## config.mk

```make
export PLATFORM = sky130hd
export DESIGN_NAME = std_fifo_burst_reader
export DESIGN_NICKNAME = d
export VERILOG_FILES = /design/src/rtl/std_fifo_burst_reader.sv
export SDC_FILE = /design/constraint.sdc
export NUM_CORES = 1
export LEC_CHECK = 0
export ABC_AREA = 1
export CAP_MARGIN = 20
export CORE_MARGIN = 10
export CORE_UTILIZATION = 30
export DETAILED_ROUTE_END_ITERATION = 16
export SYNTH_ARGS = -nofsm -noshare
export SYNTH_HDL_FRONTEND = slang
export SYNTH_SLANG_ARGS = --single-unit
export TNS_END_PERCENT = 100
```

## constraint.sdc

```tcl
create_clock -name i_clk -period 2.1 [get_ports i_clk]
set_clock_uncertainty 0.15 [all_clocks]
set_input_delay 0.21 -clock i_clk [delete_from_list [all_inputs] [get_ports i_clk]]
set_output_delay 0.21 -clock i_clk [all_outputs]
set_load 0.01 [all_outputs]
```

## src/rtl/std_fifo_burst_reader.sv

```systemverilog
// Burst read engine for a first-word-fall-through std_fifo: pops up to BURST_LEN words per burst onto a
// registered valid/ready stream with a last-beat marker. Define STD_FIFO_BURST_READER_TIMEOUT_EN to add the idle timeout start.
module std_fifo_burst_reader #(
    parameter int  WIDTH       = 8,
    parameter type TYPE        = logic [WIDTH-1:0],
    parameter int  FIFO_DEPTH  = 8,
    parameter int  BURST_LEN   = 4,
    parameter int  TIMEOUT     = 16,
    localparam int COUNT_WIDTH = $clog2(FIFO_DEPTH + 1)
) (
    input  logic                   i_clk,
    input  logic                   i_rst,
    input  logic                   i_clear,
    input  logic                   i_flush,
    input  logic                   i_fifo_empty,
    input  logic [COUNT_WIDTH-1:0] i_fifo_word_count,
    input  TYPE                    i_fifo_data,
    output logic                   o_fifo_pop,
    output logic                   o_valid,
    input  logic                   i_ready,
    output TYPE                    o_data,
    output logic                   o_last,
    output logic                   o_busy
);

    // Stream handshake: a beat transfers on any rising edge where o_valid and i_ready are both high;
    // while o_valid is high and i_ready low, o_data and o_last are held unchanged.

    typedef enum logic [1:0] {
        IDLE  = 2'd0,
        BURST = 2'd1,
        DRAIN = 2'd2
    } state_t;

    localparam logic [COUNT_WIDTH-1:0] BURST_LEN_C = COUNT_WIDTH'(BURST_LEN);
    localparam logic [COUNT_WIDTH-1:0] ONE_C       = COUNT_WIDTH'(1);

    if (BURST_LEN < 1 || BURST_LEN > FIFO_DEPTH || TIMEOUT < 1) begin : g_bad_params
        $error("std_fifo_burst_reader: BURST_LEN must be 1..FIFO_DEPTH and TIMEOUT >= 1");
    end

    state_t                 state;
    state_t                 state_next;
    logic [COUNT_WIDTH-1:0] beat_cnt;
    logic [COUNT_WIDTH-1:0] burst_len;
    logic [COUNT_WIDTH-1:0] start_len;
    logic                   start;
    logic                   fifo_pop;
    logic                   timeout_hit;

`ifdef STD_FIFO_BURST_READER_TIMEOUT_EN
    localparam int TW = $clog2(TIMEOUT + 1);
    logic [TW-1:0] tmo_cnt;

    always_ff @(posedge i_clk) begin
        if (i_rst || i_clear) begin
            tmo_cnt <= '0;
        end else if (state != IDLE || i_fifo_empty || start) begin
            tmo_cnt <= '0;
        end else if (i_fifo_word_count < BURST_LEN_C && tmo_cnt != TW'(TIMEOUT)) begin
            tmo_cnt <= tmo_cnt + TW'(1);
        end
    end

    assign timeout_hit = (tmo_cnt == TW'(TIMEOUT));
`else
    assign timeout_hit = 1'b0;
`endif

    // A flush with a non-empty FIFO always yields at least one beat.
    always_comb begin
        if (i_fifo_word_count >= BURST_LEN_C) begin
            start_len = BURST_LEN_C;
        end else if (i_fifo_word_count == '0) begin
            start_len = ONE_C;
        end else begin
            start_len = i_fifo_word_count;
        end
    end

    always_ff @(posedge i_clk) begin
        if (i_rst) begin
            state <= IDLE;
        end else begin
            state <= state_next;
        end
    end

    always_comb begin
        state_next = state;
        fifo_pop   = 1'b0;
        start      = 1'b0;
        case (state)
            IDLE: begin
                start = !i_fifo_empty && (i_fifo_word_count >= BURST_LEN_C || i_flush || timeout_hit);
                if (start) begin
                    state_next = BURST;
                end
            end
            BURST: begin
                fifo_pop = !i_fifo_empty && (!o_valid || i_ready);
                if (fifo_pop && beat_cnt == burst_len - ONE_C) begin
                    state_next = DRAIN;
                end
            end
            DRAIN: begin
                if (!o_valid || (i_ready && o_last)) begin
                    state_next = IDLE;
                end
            end
            default: state_next = IDLE;
        endcase
        if (i_rst || i_clear) begin
            state_next = IDLE;
            fifo_pop   = 1'b0;
            start      = 1'b0;
        end
    end

    always_ff @(posedge i_clk) begin
        if (i_rst) begin
            o_valid   <= 1'b0;
            o_data    <= '0;
            o_last    <= 1'b0;
            beat_cnt  <= '0;
            burst_len <= '0;
        end else if (i_clear) begin
            o_valid   <= 1'b0;
            o_last    <= 1'b0;
            beat_cnt  <= '0;
            burst_len <= '0;
        end else begin
            if (start) begin
                burst_len <= start_len;
                beat_cnt  <= '0;
            end
            if (fifo_pop) begin
                o_data   <= i_fifo_data;
                o_valid  <= 1'b1;
                o_last   <= (beat_cnt == burst_len - ONE_C);
                beat_cnt <= beat_cnt + ONE_C;
            end else if (o_valid && i_ready) begin
                o_valid <= 1'b0;
                o_last  <= 1'b0;
            end
        end
    end

    assign o_fifo_pop = fifo_pop;
    assign o_busy     = (state != IDLE);

endmodule
```

==> impl_metrics.env <==
export IMPL_htree_levels=1
export IMPL_drt_iter0_markers=41
export IMPL_synth_top_area_share_pct=39.60
export IMPL_die_area_sq_mm=0.006092
export IMPL_reg2reg_from="burst_len[0]$_SDFFE_PN0P_"
export IMPL_postRouteAntennaNets=0
export IMPL_clockBufferDepth=2
export IMPL_power_leakage_nw=0.6629
export IMPL_n_fill_cell=353
export IMPL_synth_area_leaders="dfxtp_1 40%, nand2_1 16%, nand3_1 8.4%, inv_1 6.3%, nor2_1 5.6%"
export IMPL_ys_ff_latch=20
export IMPL_rsz0062_at_grt="false"
export IMPL_diodes=0
export IMPL_pin_count=30
export IMPL_critPathArrivalTime_ns=1.41
export IMPL_post_drt_wl_per_cell_um=11.14
export IMPL_timing_hold_ws_ns=0.2787
export IMPL_gp_congestion=0.7851
export IMPL_synth_top_cells_by_count="42 x nand2_1, 20 x dfxtp_1, 17 x inv_1, 17 x nand3_1, 15 x nor2_1"
export IMPL_grt_max_degree=16
export IMPL_start_kind="flop"
export IMPL_holdPathEnd="o_data[3]$_SDFFE_PP0P_"
export IMPL_overflow=0
export IMPL_placement_io_buffers=29
export IMPL_dpl_cell_area_sq_mm=0.001366
export IMPL_holdPathStages=3
export IMPL_grt_usage_pct=8.337
export IMPL_synth_fp_nets=160
export IMPL_layout_setup_ws_ns=0.3299
export IMPL_drc=0
export IMPL_post_dp_hpwl_um=1977
export IMPL_fin_cells=221
export IMPL_ir_drop_mv=0.1959
export IMPL_cap_violations=0
export IMPL_final_setup_viol_count=0
export IMPL_drive_above_1_share_pct=13.71
export IMPL_yosys_warnings=0
export IMPL_relSlewSlack_pct=85.54
export IMPL_powerDensity_mw_per_mm2=498.9
export IMPL_syn_area_per_cell_sq_um=7.221
export IMPL_r2r_end="state[1]$_SDFFE_PP0P_"
export IMPL_synth_ff_type="dfxtp_1"
export IMPL_regArea_sq_um=400.4
export IMPL_min_from="i_fifo_data[3]"
export IMPL_clkLatencyLatePin_ns=0.31
export IMPL_design_area_sq_mm=0.001410
export IMPL_grt_pass1_wl_um=4181
export IMPL_vias=970
export IMPL_first_global_vias=971
export IMPL_crit_path_end_kind="primary output"
export IMPL_antenna_found_initial=0
export IMPL_die_w_um=78.05
export IMPL_yosysTopAreaCell="dfxtp_1"
export IMPL_async_reset_ff_share_pct=0
export IMPL_core_area_sq_mm=0.003284
export IMPL_cts_hold_buf=0
export IMPL_ys_seq_area_share_pct=39.60
export IMPL_clock_sinks=20
export IMPL_slew_violations=0
export IMPL_worstPathRequired_ns=1.74
export IMPL_fin_setup_tns_ns=0
export IMPL_vias_per_cell=4.389
export IMPL_dr_pass1_iters=4
export IMPL_synthCells=140
export IMPL_worst_pin_slew_ns=0.2157
export IMPL_routed_wl_um=2461
export IMPL_path_clk_slew_ns=0.12
export IMPL_fin_crit_ns=1.770
export IMPL_start_util_pct=30.78
export IMPL_netlist_area_sq_mm=0.001011
export IMPL_tritoncts="done"
export IMPL_num_rows=21
export IMPL_dp_cells=217
export IMPL_cts_buffers=3
export IMPL_regToRegSetupSlack_ns=0.42
export IMPL_crit_fanout=4
export IMPL_period_share_pct=84.29
export IMPL_synth_edf_count=0
export IMPL_holdCritPathClass="in -> reg"
export IMPL_synth_distinct_cells=22
export IMPL_synth_most_common_cell="nand2_1"
export IMPL_place_ws_ns=0.02500
export IMPL_path_class="reg -> out"
export IMPL_die_y_um=78.05
export IMPL_cts_root_buf="clkbuf_4"
export IMPL_area_delta_synth_final_pct=39.48
export IMPL_status="finished clean"
export IMPL_max_freq_mhz=564.9
export IMPL_rr_worst_depth=11
export IMPL_hold_viol=0
export IMPL_layout_nets=196
export IMPL_multi_input_area_sq_um=515.5
## logic make-up after synthesis
group                    after synthesis  synth area share (%)
flip-flops                            20                 39.60
AND/OR/NAND/NOR                       81                 38.49
AO/OA/AOI/OAI                         14                 8.663
adder cells (fa/ha/maj)                2                 2.475
XOR/XNOR                               1                0.8665
buffers and inverters                 22                 9.901
## final cells by class
type / count / area share [%]
clock buffer: 4 / 2.573
inverter: 20 / 5.501
multi-input combinational: 98 / 36.56
sequential: 20 / 28.39
tap: 46 / 4.082
timing repair buffer: 33 / 22.89
## stage by stage
step	total power (W)	utilization, %
floorplan	0.0004340	-
global placement	0.0004834	41.60
detailed placement	0.0004845	41.60
CTS	0.0007106	42.70
global route	0.0007415	42.93
finish	0.0007035	42.93
## cells in the final DEF (no fill, tap or decap), types with 2 or more instances in the layout
cell type	instances
o21ai_2	2
nand2_1	42
buf_4	4
inv_1	17
o21ai_0	3
clkdlybuf4s50_1	28
nor2_1	13
nor2_2	2
nand3_1	17
dfxtp_1	20
inv_2	2
a21oi_1	5
a21oi_2	2
nand2_4	2
ha_1	2
clkbuf_4	3
## per-layer routing
metal  vias to the layer above  global-route usage [%]  part of all wire [%]
li1                        508                       -                     -
met1                       430                   8.609                    43
met2                        28                   13.32                    45
met3                         4                   5.353                    11
met4                         0                   3.226                   1.0
met5                         -                       0                     0
## registers in the layout (all words and copies together), names as in the netlist
register and flops:
o_data 8, o_valid 1, beat_cnt 4, burst_len 4, o_last 1, state 2
## timing repair
item                                    4_1_cts  5_1_grt
setup buffers                                 0        0
hold endpoints to repair                      0        0
resized for setup                             0        3
endpoints found under the setup margin        0        1
## worst max path at each step
stage	to	cells after the start	startpoint	slack, ns
3_3_place_gp	o_fifo_pop	6	i_ready	0.05
5_1_grt	o_busy	2	state[1]$_SDFFE_PP0P_	0.25
6_report	o_busy	2	state[1]$_SDFFE_PP0P_	0.33
3_5_place_dp	o_fifo_pop	6	i_ready	0.03
4_1_cts	o_fifo_pop	6	o_valid$_SDFFE_PN0P_	0.02
2_1_floorplan	state[1]$_SDFFE_PP0P_	11	burst_len[0]$_SDFFE_PN0P_	0.60
## report_power, final
part | internal, W | switching, W
registers | 0.000384 | 0.00000275
logic | 0.0000489 | 0.0000406
clock network | 0.000106 | 0.000122
total | 0.000538 | 0.000165
## worst max-delay path, cell delays in order, from the launching register on
cell,delay [ns]
dfxtp_1,0.41
or2_4,0.16
clkdlybuf4s50_1,0.53
(Power assumes the default switching activity.)
